File: src/rtl/seven_seg_mux.sv
// seven_seg_mux
// Time-multiplexed driver for a dual common-anode seven-segment display.
// One active-low segment bus is shared by two digits; the anodes alternate
// SHOW0 -> BLANK0 -> SHOW1 -> BLANK1, with blanking gaps against ghosting.
// Each digit value is latched when its window opens, so a window never tears.
//
// Parameters:
//   DWELL_TICKS  ticks each digit is lit per window (>= 1)
//   BLANK_TICKS  ticks both anodes are off between digits (>= 0, 0 = none)
// Ports:
//   clk     system clock, rising edge
//   reset   synchronous, active-low reset
//   tick    one-cycle pacing strobe (may be held high)
//   digit0  hex value for the right digit (anode an[0])
//   digit1  hex value for the left digit  (anode an[1])
//   seg     segment cathodes, active-low, seg[0]=a .. seg[6]=g (registered)
//   an      anode enables, active-low (registered)
//   frame   one-cycle pulse on entry to SHOW0 (registered)
module seven_seg_mux #(
    parameter int DWELL_TICKS = 4,
    parameter int BLANK_TICKS = 1
) (
    input  logic       clk,
    input  logic       reset,
    input  logic       tick,
    input  logic [3:0] digit0,
    input  logic [3:0] digit1,
    output logic [6:0] seg,
    output logic [1:0] an,
    output logic       frame
);

    localparam int MAXLEN = (DWELL_TICKS > BLANK_TICKS)
                          ? ((DWELL_TICKS > 2) ? DWELL_TICKS : 2)
                          : ((BLANK_TICKS > 2) ? BLANK_TICKS : 2);
    localparam int CW = $clog2(MAXLEN);

    localparam logic [CW-1:0] DWELL_LAST = CW'(DWELL_TICKS - 1);
    localparam logic [CW-1:0] BLANK_LAST = (BLANK_TICKS == 0) ? '0 : CW'(BLANK_TICKS - 1);

    localparam logic [1:0] SHOW0  = 2'd0;
    localparam logic [1:0] BLANK0 = 2'd1;
    localparam logic [1:0] SHOW1  = 2'd2;
    localparam logic [1:0] BLANK1 = 2'd3;

    logic [1:0]    state_q, state_d;
    logic [CW-1:0] cnt_q, cnt_d;
    logic [3:0]    held0_q, held0_d;
    logic [3:0]    held1_q, held1_d;
    logic [6:0]    seg_q, seg_d;
    logic [1:0]    an_q, an_d;
    logic          frame_q, frame_d;
    logic          last_tick;

    function automatic logic [6:0] hex_decode(input logic [3:0] v);
        logic [6:0] s;
        case (v)
            4'h0: s = 7'h40;
            4'h1: s = 7'h79;
            4'h2: s = 7'h24;
            4'h3: s = 7'h30;
            4'h4: s = 7'h19;
            4'h5: s = 7'h12;
            4'h6: s = 7'h02;
            4'h7: s = 7'h78;
            4'h8: s = 7'h00;
            4'h9: s = 7'h10;
            4'hA: s = 7'h08;
            4'hB: s = 7'h03;
            4'hC: s = 7'h46;
            4'hD: s = 7'h21;
            4'hE: s = 7'h06;
            default: s = 7'h0E;
        endcase
        return s;
    endfunction

    always_comb begin
        state_d = state_q;
        cnt_d   = cnt_q;
        held0_d = held0_q;
        held1_d = held1_q;
        seg_d   = seg_q;
        an_d    = an_q;
        frame_d = 1'b0;

        // With no blanking, a BLANK state (only reachable from reset) ends on
        // the first tick.
        if (state_q == SHOW0 || state_q == SHOW1)
            last_tick = (cnt_q == DWELL_LAST);
        else
            last_tick = (BLANK_TICKS == 0) || (cnt_q == BLANK_LAST);

        if (tick) begin
            if (last_tick) begin
                cnt_d = '0;
                case (state_q)
                    SHOW0:   state_d = (BLANK_TICKS == 0) ? SHOW1 : BLANK0;
                    BLANK0:  state_d = SHOW1;
                    SHOW1:   state_d = (BLANK_TICKS == 0) ? SHOW0 : BLANK1;
                    default: state_d = SHOW0;
                endcase
                // Outputs are computed from the next state so the display
                // changes on the same edge that samples the tick; the digit is
                // decoded straight from the input being latched on that edge.
                case (state_d)
                    SHOW0: begin
                        held0_d = digit0;
                        seg_d   = hex_decode(digit0);
                        an_d    = 2'b10;
                        frame_d = 1'b1;
                    end
                    SHOW1: begin
                        held1_d = digit1;
                        seg_d   = hex_decode(digit1);
                        an_d    = 2'b01;
                    end
                    default: begin
                        seg_d = 7'h7F;
                        an_d  = 2'b11;
                    end
                endcase
            end else begin
                cnt_d = cnt_q + CW'(1);
            end
        end
    end

    always_ff @(posedge clk) begin
        if (!reset) begin
            state_q <= BLANK1;
            cnt_q   <= '0;
            held0_q <= '0;
            held1_q <= '0;
            seg_q   <= 7'h7F;
            an_q    <= 2'b11;
            frame_q <= 1'b0;
        end else begin
            state_q <= state_d;
            cnt_q   <= cnt_d;
            held0_q <= held0_d;
            held1_q <= held1_d;
            seg_q   <= seg_d;
            an_q    <= an_d;
            frame_q <= frame_d;
        end
    end

    assign seg   = seg_q;
    assign an    = an_q;
    assign frame = frame_q;

endmodule
File: config.mk
export PLATFORM = sky130hd
export DESIGN_NAME = seven_seg_mux
export DESIGN_NICKNAME = d
export VERILOG_FILES = /design/src/rtl/seven_seg_mux.sv
export SDC_FILE = /design/constraint.sdc
export NUM_CORES = 1
export LEC_CHECK = 0
export CAP_MARGIN = 20
export CORE_UTILIZATION = 38
export CTS_BUF_LIST = sky130_fd_sc_hd__clkbuf_8 sky130_fd_sc_hd__clkbuf_16
export CTS_CLUSTER_DIAMETER = 40
export DETAILED_ROUTE_END_ITERATION = 6
export GPL_TIMING_DRIVEN = 0
export PLACE_DENSITY = 0.58
export SLEW_MARGIN = 10
export SYNTH_ARGS = -nofsm -noshare
export SYNTH_HDL_FRONTEND = slang
export SYNTH_SLANG_ARGS = --single-unit
File: constraint.sdc
create_clock -name clk -period 4.4 [get_ports clk]
set_clock_uncertainty 0.15 [all_clocks]
set_input_delay 0.88 -clock clk [delete_from_list [all_inputs] [get_ports clk]]
set_output_delay 0.88 -clock clk [all_outputs]
set_load 0.005 [all_outputs]
## Yosys cells after proc, flatten, opt, wreduce, memory -nomap -nowiden

Memories as Yosys holds them, arrays and structs flattened.
Cells that the tools add are included.
W data, S select, Z words.

| storage, ports and cells | value |
|---|---|
| register bits | 14 |
| memory bits (read-only) | 224 |
| output and inout bits | 10 |
| word-level logic and storage cells | 26 |
| memories | 2 |

| cells by class | value |
|---|---|
| add/subtract/negate cells | 1 |
| equal/unequal tests | 4 |
| mux-type cells | 8 |
| reduce and logical (&&, ||, !) cells | 6 |

Memory list:

| memory | words | width | rd ports | clocked after Yosys merged registers in | write ports | RTL line | RTL |
|---|---|---|---|---|---|---|---|
| (name not given) | 16 | 7 | 1 | 0 | 0 | 57 | `case (v)` |
| (name not given) | 16 | 7 | 1 | 0 | 0 | 57 |  |

Operators by type and width:

| cell | count |
|---|---|
| $pmux W7 S2 | 1 |
| $eq A2 B2 Y1 const B | 3 |
| $logic_not A2 Y1 | 3 |
| $mux W2 | 3 |
| $pmux W2 S3 | 1 |
| $pmux W2 S2 | 1 |
| $reduce_and A3 Y1 | 1 |
| $add A2 B1 Y2 const B | 1 |
| $eq A2 B1 Y1 const B | 1 |
| $mux W1 | 2 |
| $reduce_and A2 Y1 | 1 |
| $logic_or A1 B1 Y1 | 1 |

## Depth between registers and ports, before layout

| depth | value |
|---|---|
| depth in word-level cells | 7 |
| mapped depth | 7 |
| gate-level depth less buffers | 6 |

## Least setup slack after synthesis

No wires, ideal clock.

| timing path | value |
|---|---|
| path kind | input -> register |
| start point | input port digit1[0] |
| end point | register seg_q[3], in the netlist seg[3] |
| data arrival time | 1.924 ns |
| path slack | 2.203 ns |
| stages on the path | 6 |
| path buffers | 0 |
| cell sequence | inv_1 ha_1 inv_1 mux4_2 a22oi_1 a2bb2oi_1 |

| on the way | value |
|---|---|
| word-level cells in the longest chain between the ends | 2 |

Ends and longest elaborated chain:

| element | RTL line | RTL |
|---|---|---|
| from (decl) | 27 | `input logic [3:0] digit1,` |
| $mem_v2 Z16 W7 | n/a |  |
| $pmux W7 S2 | 106 | `case (state_d)` |
| to (signal assigned) | 143 | `seg_q <= seg_d;` |
| to (decl) | 50 | `logic [6:0] seg_q, seg_d;` |

No other way between the ends.
A chain may end at the register's enable or synchronous reset.

## Worst setup path after layout

Same ends and word-level chain as after synthesis.

==> impl_metrics.csv <==
group,metric,value,unit
cts,cts_resized,0,
pwr,p_per_area,320,nW/um^2
floorplan,ioPinCount,21,
pwr,p_sw,150,uW
setup_path,critPathCaptureType,"flip-flop",
floorplan,floorplan.initialDensity,40.1,%
synthesis,synth_compound_area_share,24.4,%
job,maxCapViolations,0,
setup_path,reg2regPathDepth,6,
synthesis,ys.flop_type,"dfxtp_1",
final_layout,multi_input_area,835,um^2
pwr,power.total,488,uW
worst_hold_path,hold_class,"flip-flop to flip-flop",
setup_path,crit_path_cell_trace,"clkdlybuf4s50_1 > inv_1 > ha_1 > inv_1 > mux4_2 > a22oi_1 > a2bb2oi_1",
place,gp_congestion,0.855,
route,first_pass_iters,4,
cts,cts-root-buf,"clkbuf_8",
pwr,pwr-share-comb,39.7,%
timing,grt_setup_unrepaired,"no",
synthesis,syn_inst,130,
cts,htree_levels,1,
run_status,status,"complete, no violations",
setup_path,regToRegEndpoint,"seg[5]",
final_layout,regArea,280,um^2
final_layout,fin_area,1530,um^2
synthesis,syn_area,1220,um^2
setup_path,critPathArrivalTime,2.67,ns
final_layout,antenna_cells,0,
timing,setup_violations,0,
route,drcViolationCount,0,
synthesis,synth_top_family_by_area,"compound AO/OA/AOI/OAI gates",
setup_path,cp_common_cell,"inv_1",
cts,insertion_delay,0.25,ns
setup_path,critical_path_class,"input port to flip-flop",
pwr,power_frac_seq,34.6,%
setup_path,crit_path_top_delay_cell,"clkdlybuf4s50_1",
pwr,power_frac_clock,25.6,%
synthesis,synthArstFlopShare,0,%
global_routing,grt_pass1_vias,927,
route,via_count,979,
cts,cts_tree,"done",
cts,path_clk_slew,0.06,ns
pwr,switching_share,30.7,%
synthesis,syn-num-nets,163,
floorplan,fp.dieH,58.8,um
pwr,p_int,338,uW
synthesis,yosysWarnings,0,
route,wire_per_inst,12.5,um
timing,max_freq,372,MHz
timing,maxSlewHeadroom,83.4,%
floorplan,dieArea,3450,um^2
global_routing,antenna_found_initial,0,
setup_path,cp-start-kind,"input port",
cts,clock-sinks,14,
global_routing,grt_pass1_wl,4.15,mm
cts,clockBufferDepth,2,
synthesis,ys_seq_area_share,22.9,%
place,place_inst,193,
setup_path,regToRegSetupSlack,2.47,ns
timing,maxSlewViolCount,0,
global_routing,grt_max_degree,11,
synthesis,avgSynthCellArea,9.42,um^2
place,placed_area,1470,um^2
setup_path,crit_required,4.38,ns
pwr,ir_drop,212,uV
synthesis,synth-xor-area-share,2.15,%
synthesis,synth_edf_count,0,
floorplan,rows,20,
global_routing,grt.overflow.total,0,
cts,post-cts-setup-buffer-count,0,
setup_path,rr_startpoint,"state_q[0]",
route,routed_wl,2.47,mm
synthesis,synthSimpleGateAreaFrac,9.50,%
worst_hold_path,worstHoldStart,"seg[0]",
setup_path,critPathCapture,"seg[3]",
global_routing,groute.usage.overall,15.6,%
pwr,p_leak,0.693,nW
setup_path,slowest_delay,0.56,ns
setup_path,critPathMaxFanout,5,
timing,setup_tns,0,ns
route,viasPerCell,4.97,
cts,numCtsBuffers,3,
timing,final.min_clock_period,2.69,ns
timing,final.period_utilization,61.2,%
final_layout,drive_above_1_share,13.1,%
synthesis,ys_ff_latch,14,
timing,hold_viol,0,
synthesis,yosys.cell_types.count,36,
place,dp_hpwl,1.90,mm
final_layout,layout.cells.non_filler,197,
floorplan,die_x,58.8,um
synthesis,synthMuxAreaShare,9.60,%
route,ant_nets,0,
cts,postCtsHoldBufs,0,
final_layout,syn2layout_area_growth,24.5,%
route,first_iter_violations,24,
floorplan,core-area,3050,um^2
timing,holdWs,0.338,ns
place,io_buffers,19,
timing,worst_pin_slew,0.248,ns
final_layout,fillers,318,
setup_path,startpoint,"digit1[0]",
final_layout,nets,187,
synthesis,synthAdderAreaFrac,22.5,%
==> state kept, by name, indices dropped and copies added (netlist names) <==
signal,cells
an,2
cnt_q,2
frame,1
seg,7
state_q,2
==> cell usage after synthesis, drive strengths merged (3+ instances only) <==
library cell / instances / area share (%)
ha: 22 / 22
a2bb2oi: 8 / 5.7
nor2: 5 / 1.5
buf: 6 / 3.4
mux2i: 5 / 4.1
nor2b: 4 / 2.0
dfxtp: 14 / 23
a22oi: 5 / 3.1
o21ai: 7 / 3.2
a21oi: 3 / 1.2
inv: 15 / 4.6
==> per-stage QoR <==
stage               utilization, %  setup WS, ns
detailed placement            48.2          1.43
global placement              48.2          1.47
finish                        50.0          1.71
CTS                           50.0          1.70
global route                  50.0          1.57
floorplan                        -          2.20
==> worst max-delay path, delay by kind of cell <==
family          cells  cell delay, ns
compound gates      2            0.29
buf+inv             3            0.72
mux                 1            0.45
fa+ha+maj           1            0.32
==> cells by family (layout without fill, tap and decap cells) <==
logic type               count (synthesis)  count (layout)
buffers and inverters                   23              46
flip-flops                              14              14
AO/OA/AOI/OAI                           39              39
XOR/XNOR                                 3               3
multiplexers                             9               9
AND/OR/NAND/NOR                         20              20
adder cells (fa/ha/maj)                 22              22
==> final cells by class <==
cell class / count / share of cell area (%)
clock buffer: 4 / 3.61
buffer: 8 / 3.53
sequential: 14 / 18.4
tap: 44 / 3.61
inverter: 15 / 3.69
multi-input combinational: 93 / 54.7
timing repair buffer: 19 / 12.5
==> cell usage in the layout, fill, tap and decap left out, types with 2 or more instances in the layout <==
| master | netlist | layout |
|---|---|---|
| a22oi_1 | 5 | 5 |
| clkdlybuf4s50_1 | 0 | 19 |
| inv_1 | 15 | 15 |
| nand3b_1 | 2 | 2 |
| xor2_1 | 2 | 2 |
| mux2_2 | 2 | 2 |
| o22ai_1 | 2 | 2 |
| nor2b_1 | 4 | 4 |
| nor3_1 | 2 | 2 |
| nand2b_1 | 2 | 2 |
| mux2i_1 | 5 | 5 |
| a21o_1 | 2 | 2 |
| o221ai_1 | 2 | 2 |
| o32a_1 | 2 | 2 |
| o21a_1 | 2 | 2 |
| a21boi_0 | 2 | 2 |
| clkbuf_8 | 0 | 4 |
| dfxtp_1 | 14 | 14 |
| a2bb2oi_1 | 8 | 8 |
| o21ai_0 | 6 | 6 |
| ha_1 | 22 | 22 |
| a21oi_1 | 3 | 3 |
| mux4_2 | 2 | 2 |
| nor2_1 | 5 | 5 |
| a22o_1 | 2 | 2 |
| nand2_1 | 2 | 2 |
| buf_2 | 3 | 3 |
| buf_4 | 2 | 2 |
==> worst min-delay path by stage <==
stage,to,slack [ns],cells after the start
CTS,seg[0],0.34,1
global placement,seg[5],0.33,1
finish,seg[0],0.34,1
global route,seg[0],0.36,1
detailed placement,seg[4],0.33,1
floorplan,seg[5],0.32,1
==> power by group through the flow <==
stage                     clock (mW)  combinational (mW)  sequential (mW)
final                          0.125               0.194            0.169
after global routing           0.134               0.216            0.174
after global placement             0               0.191            0.172
after detailed placement           0               0.193            0.172
after floorplan                    0               0.121            0.171
after CTS                      0.129               0.196            0.170
==> per-layer routing <==
metal	vias to the layer above	GRT usage (%)	wire, um
met5	-	0	0
met4	0	5.10	30
met3	5	2.20	81
met2	24	24.4	1060
met1	444	21.9	1300
li1	506	-	-
No activity file was read; power rests on OpenSTA's default activity.
